<file path="src/rtl/debug_pkg.sv">
// Shared constants and mode decoding for the board debug hub.
package debug_pkg;

  localparam logic [1:0] MODE_MANUAL = 2'b00;
  localparam logic [1:0] MODE_SCAN   = 2'b01;
  localparam logic [1:0] MODE_HOLD   = 2'b10;

  localparam int unsigned DEF_DIV_MAX    = 50000;
  localparam int unsigned DEF_SCAN_DWELL = 500;
  localparam int unsigned DEF_DEB_TICKS  = 4;

  typedef enum logic [1:0] {
    CH_MANUAL,
    CH_SCAN,
    CH_HOLD
  } ch_state_t;

  // Mode 2'b11 is reserved and behaves as manual.
  function automatic ch_state_t decode_mode(input logic [1:0] mode);
    case (mode)
      MODE_SCAN: return CH_SCAN;
      MODE_HOLD: return CH_HOLD;
      default:   return CH_MANUAL;
    endcase
  endfunction

endpackage

</file>
<file path="src/rtl/debug_debounce.sv">
// Step-button conditioning: 2-flop synchroniser, tick-sampled debounce and
// a one-clk pulse on each accepted press.
module debug_debounce import debug_pkg::*; #(
  parameter int unsigned DEB_TICKS = DEF_DEB_TICKS
) (
  input  logic clk,
  input  logic rst,
  input  logic sample_en,
  input  logic btn,
  output logic rise
);

  localparam int unsigned CNT_W = (DEB_TICKS < 2) ? 1 : $clog2(DEB_TICKS + 1);

  logic [1:0]       sync;
  logic [CNT_W-1:0] cnt;
  logic             level;
  logic             armed;
  logic             sample;

  assign sample = sync[1];

  // Synchroniser resets to "pressed" and presses are only reported once a
  // released sample has been seen, so a button held through reset is ignored.
  always_ff @(posedge clk) begin
    if (rst) begin
      sync  <= '1;
      cnt   <= '0;
      level <= 1'b0;
      armed <= 1'b0;
      rise  <= 1'b0;
    end else begin
      sync <= {sync[0], btn};
      rise <= 1'b0;
      if (sample_en) begin
        if (sample == level) begin
          cnt <= '0;
          if (!level) armed <= 1'b1;
        end else if (cnt == CNT_W'(DEB_TICKS - 1)) begin
          cnt   <= '0;
          level <= sample;
          rise  <= sample & armed;
        end else begin
          cnt <= cnt + CNT_W'(1);
        end
      end
    end
  end

endmodule

</file>
<file path="src/rtl/debug_hub.sv">
// Debug channel selector, display/CPU clock divider and CPU step control.
// Define DEBUG_HUB_BREAK_EN to add the channel-0 breakpoint (bp_en, bp_val, halted).
module debug_hub import debug_pkg::*; #(
  parameter  int unsigned N_CH       = 8,
  parameter  int unsigned DATA_W     = 32,
  parameter  int unsigned DIV_MAX    = DEF_DIV_MAX,
  parameter  int unsigned SCAN_DWELL = DEF_SCAN_DWELL,
  parameter  int unsigned DEB_TICKS  = DEF_DEB_TICKS,
  localparam int unsigned CH_W       = $clog2(N_CH)
) (
  input  logic                   clk,
  input  logic                   rst,
  input  logic [N_CH*DATA_W-1:0] debug_data,
  input  logic [CH_W-1:0]        sel,
  input  logic [1:0]             mode,
  input  logic                   run,
  input  logic                   step_btn,
`ifdef DEBUG_HUB_BREAK_EN
  input  logic                   bp_en,
  input  logic [DATA_W-1:0]      bp_val,
  output logic                   halted,
`endif
  output logic                   div_tick,
  output logic                   div_clk,
  output logic                   cpu_clk_en,
  output logic [DATA_W-1:0]      disp_data,
  output logic [CH_W-1:0]        disp_ch,
  output logic [15:0]            step_cnt
);

  localparam int unsigned     DIV_W   = (DIV_MAX < 2) ? 1 : $clog2(DIV_MAX + 1);
  localparam int unsigned     DWELL_W = (SCAN_DWELL < 2) ? 1 : $clog2(SCAN_DWELL + 1);
  localparam logic [CH_W-1:0] LAST_CH = CH_W'(N_CH - 1);

  logic [DIV_W-1:0]   div_cnt;
  ch_state_t          state_q, state_d;
  logic [DWELL_W-1:0] dwell_q, dwell_d;
  logic [CH_W-1:0]    ch_d;
  logic [DATA_W-1:0]  data_d;
  logic               step_req;

  assign div_tick = (div_cnt == DIV_W'(DIV_MAX));

  always_ff @(posedge clk) begin
    if (rst) begin
      div_cnt  <= '0;
      div_clk  <= 1'b0;
      step_cnt <= '0;
    end else begin
      if (div_tick) begin
        div_cnt <= '0;
        div_clk <= ~div_clk;
      end else begin
        div_cnt <= div_cnt + DIV_W'(1);
      end
      if (cpu_clk_en) step_cnt <= step_cnt + 16'd1;
    end
  end

  always_ff @(posedge clk) begin
    if (rst) begin
      state_q   <= CH_MANUAL;
      dwell_q   <= '0;
      disp_ch   <= '0;
      disp_data <= '0;
    end else begin
      state_q   <= state_d;
      dwell_q   <= dwell_d;
      disp_ch   <= ch_d;
      disp_data <= data_d;
    end
  end

  // state_q holds the previous cycle's mode, so entry into scan is visible here.
  always_comb begin
    state_d = decode_mode(mode);
    dwell_d = dwell_q;
    ch_d    = disp_ch;
    case (state_d)
      CH_MANUAL: ch_d = (32'(sel) > N_CH - 1) ? LAST_CH : sel;
      CH_SCAN: begin
        if (state_q != CH_SCAN) begin
          dwell_d = '0;
        end else if (div_tick) begin
          if (dwell_q == DWELL_W'(SCAN_DWELL - 1)) begin
            dwell_d = '0;
            ch_d    = (disp_ch == LAST_CH) ? '0 : disp_ch + CH_W'(1);
          end else begin
            dwell_d = dwell_q + DWELL_W'(1);
          end
        end
      end
      default: ;
    endcase
    data_d = (state_d == CH_HOLD) ? disp_data : debug_data[32'(ch_d)*DATA_W +: DATA_W];
  end

  debug_debounce #(
    .DEB_TICKS(DEB_TICKS)
  ) u_debounce (
    .clk      (clk),
    .rst      (rst),
    .sample_en(div_tick),
    .btn      (step_btn),
    .rise     (step_req)
  );

`ifdef DEBUG_HUB_BREAK_EN
  logic bp_hit;

  assign bp_hit = run && bp_en && div_tick && (debug_data[DATA_W-1:0] == bp_val);

  always_comb begin
    if (halted || !run) cpu_clk_en = step_req;
    else if (bp_hit)    cpu_clk_en = 1'b0;
    else                cpu_clk_en = div_tick;
  end

  always_ff @(posedge clk) begin
    if (rst || !run || !bp_en) halted <= 1'b0;
    else if (bp_hit)           halted <= 1'b1;
  end
`else
  assign cpu_clk_en = run ? div_tick : step_req;
`endif

endmodule

</file>
<file path="config.mk">
export PLATFORM = sky130hd
export DESIGN_NAME = debug_hub
export DESIGN_NICKNAME = d
export VERILOG_FILES = /design/src/rtl/debug_pkg.sv /design/src/rtl/debug_debounce.sv /design/src/rtl/debug_hub.sv
export SDC_FILE = /design/constraint.sdc
export NUM_CORES = 1
export LEC_CHECK = 0
export CAP_MARGIN = 25
export CORE_ASPECT_RATIO = 0.8
export CORE_MARGIN = 10
export CORE_UTILIZATION = 35
export DETAILED_ROUTE_END_ITERATION = 16
export PLACE_DENSITY_LB_ADDON = 0.1
export SYNTH_ARGS = -nofsm -noshare
export SYNTH_HDL_FRONTEND = slang
export SYNTH_SLANG_ARGS = --single-unit
</file>
<file path="constraint.sdc">
create_clock -name clk -period 2.3 [get_ports clk]
set_clock_uncertainty 0.1 [all_clocks]
set_input_delay 0.23 -clock clk [delete_from_list [all_inputs] [get_ports clk]]
set_output_delay 0.23 -clock clk [all_outputs]
set_load 0.01 [all_outputs]
</file>
==> flow_summary.ini <==
[run]
max_cap_viol_count = 0

[status]
violations = negative setup slack
outcome = complete, but fails checks

[routing]
drtIter0Drc = 327
wl_um = 25770
routedWlPerCell_um = 19.26
ant_nets = 0
drc = 0
dr.pass1.iters = 4
via_count = 6679
via_per_inst = 4.992

[clock_network]
cts.path.max_buffers = 2
cts_root_buf = clkbuf_16
numCtsBuffers = 9
hold_buffers = 0
insertion_delay_ns = 0.34
tritoncts = done
clock-sinks = 87
htree_levels = 3
clk_pin_slew_ns = 0.07

[cells_and_area]
final_util_pct = 65.39
nNetsFinal = 1394
drive_above_1_share_pct = 13.45
nFillCells = 1380
register_area_sq_um = 1747
fin_area_sq_um = 10330
syn_to_final_growth_pct = 83.35
multiInputGateArea_sq_um = 3675
diodes = 0

[power]
pwr_density_cell_nw_per_um2 = 485.5
p_int_uw = 3646
p_switching_uw = 1371
peakVddDrop_v = 0.0004133
p_leak_uw = 0.004280
pwr-share-clk_pct = 33.5
comb_power_share_pct = 33.8
seq_power_share_pct = 32.7
swShare_pct = 27.33

[floorplanning]
die_h_um = 133.5
fp-row-count = 41
pin_count = 319
start_util_pct = 35.67
core_sq_um = 15800
die_w_um = 161.9
die-area_sq_um = 21610

[yosys]
synth_most_common_cell = a21oi_1
synth_area_sq_um = 5635
seq_area_frac_synth_pct = 30.91
ys_ff_latch = 87
yosys-top-cells-area = dfxtp_1, a21oi_1, mux2i_1
synth.largest_area_cell = dfxtp_1
synth_cells = 749
async_flop_share_pct = 0
syn-num-nets = 1024
synth.top_cell.area_share_pct = 30.91
yosys-top-cells-count = a21oi_1, nand2_1, dfxtp_1
ys.flop_type = dfxtp_1
synth_edf_count = 0
synth.avg_cell_area_sq_um = 7.524
ys_types = 43
yosys_warnings = 0

[timing]
rsz0062_at_grt = true
setup_tns_ns = -7.183
slew_violations = 0
fin_ws_ns = -0.2616
fin_hold_ws_ns = 0.2778
finalCriticalPeriod_ns = 2.562
slew_headroom_pct = 78.31
min_period_over_period_pct = 111.4
hold_viol = 0
worstMarginPinSlew_ns = 0.3219
fmax_mhz = 390.4
finalSetupViolations = 32

[place]
dp_worst_setup_slack_ns = -0.5254
gp_congestion = 0.9112
numPortBuffers = 318
dp_hpwl_um = 20020
dpl_cell_area_sq_um = 9624

[global_routing]
grt_first_pass_wirelength_um = 38950
grt_pass1_vias = 6893
grt-ovfl-total = 0
grt_max_degree = 65
grtUsageTotal_pct = 22.62
antenna_found_initial = 0

[critical_path]
worstSetupPathType = flop to flop
critPathRequiredTime_ns = 2.43
path_delay_family = simple AND/OR/NAND/NOR gates
crit_chain = inv_2 > ha_4 > and4b_1 > nand4_4 > inv_4 > a31oi_4 > nor3b_4 > buf_12 > buf_16 > mux2i_2 > o22ai_1 > o31a_1
cpPeakStageDelay_ns = 0.32
crit_path_top_delay_cell = dfxtp_2
crit_fanout = 13
startpoint_type = flop
path_buf_inv = 4
cp.arrival_ns = 2.69
endpoint_kind = flop

[min_path]
hold_class = input pin to flop
-- power groups by stage --
stage | clock network (uW) | logic (uW) | registers, uW
3_3_place_gp | 0 | 1580 | 1670
3_5_place_dp | 0 | 1590 | 1670
2_1_floorplan | 0 | 649 | 1710
4_1_cts | 1720 | 1650 | 1640
6_report | 1680 | 1700 | 1640
5_1_grt | 1780 | 1830 | 1650
-- cell families after synthesis --
kind of cell	after synthesis	synth area share [%]
AND/OR/NAND/NOR	240	19.83
XOR/XNOR	35	5.440
adder cells (fa/ha/maj)	10	2.220
multiplexers	66	11.72
flip-flops	87	30.91
AO/OA/AOI/OAI	216	22.34
buffers and inverters	95	7.549
-- timing repair --
action,in CTS,in global routing
buffers inserted,6,5
endpoints found under the setup margin,37,46
gates resized for setup,24,24
gates cloned,2,2
pin swaps,2,5
-- worst reg2reg max path, delay by kind of cell (launching register included) --
kind | cells | cell delay [ns]
buffers and inverters | 4 | 0.58
adder cells (fa/ha/maj) | 1 | 0.13
AO/OA/AOI/OAI | 3 | 0.45
AND/OR/NAND/NOR | 3 | 0.65
multiplexers | 1 | 0.23
flip-flops | 1 | 0.32
-- path summary, 6_finish.rpt --
check	slack, ns	start	cells after the start	end
worst max-delay path	-0.26	div_cnt[0]	12	disp_data[20]
worst min-delay path	0.28	rst	3	step_cnt[2]
worst max register to register	-0.26	div_cnt[0]	12	disp_data[20]
worst min register to register	0.31	u_debounce.sync[0]	1	u_debounce.sync[1]
-- state kept, by name, indices dropped and copies added, names as in the netlist --
name              count
disp_data            32
step_cnt             16
div_clk               1
disp_ch               3
u_debounce.armed      1
u_debounce.sync       2
state_q               2
dwell_q               9
div_cnt              16
u_debounce.rise       1
u_debounce.level      1
u_debounce.cnt        3
-- through the flow --
step | std cells | power (uW)
2_1_floorplan | 749 | 2357
3_3_place_gp | 1310 | 3251
3_5_place_dp | 1310 | 3262
4_1_cts | 1333 | 5013
5_1_grt | 1338 | 5249
6_report | 1338 | 5017
-- layout make-up --
cell class / count / share of cell area, %
Multi-Input combinational cell: 567 / 35.57
Timing Repair Buffer: 411 / 40.09
Clock inverter: 5 / 1.029
Inverter: 43 / 1.586
Tap cell: 215 / 2.604
Clock buffer: 10 / 2.216
Sequential cell: 87 / 16.90
-- per-layer routing --
layer | vias up | GRT usage (%) | routed length, um
li1 | 3357 | - | -
met1 | 3031 | 26.31 | 10620
met2 | 257 | 38.26 | 12480
met3 | 34 | 8.005 | 2143
met4 | 0 | 6.609 | 533
met5 | - | 0 | 0
-- placed cells by master, fill, tap and decap left out, drive strengths merged, types with 2 or more instances in the layout --
master           n
clkbuf          12
inv             44
buf             93
nand4           12
and4bb           2
o22ai           32
clkdlybuf4s50  315
nor3             6
or3              4
nor3b            3
o21ai            7
nand3           16
xor2            19
o31a            32
nor2            51
ha              10
nor2b            4
nand2          119
nand2b           5
a21oi          138
or2              2
and3             7
xnor2           16
dfxtp           87
nor4             4
mux2i           66
bufinv           3
a31oi            3
(Power assumes the default switching activity.)
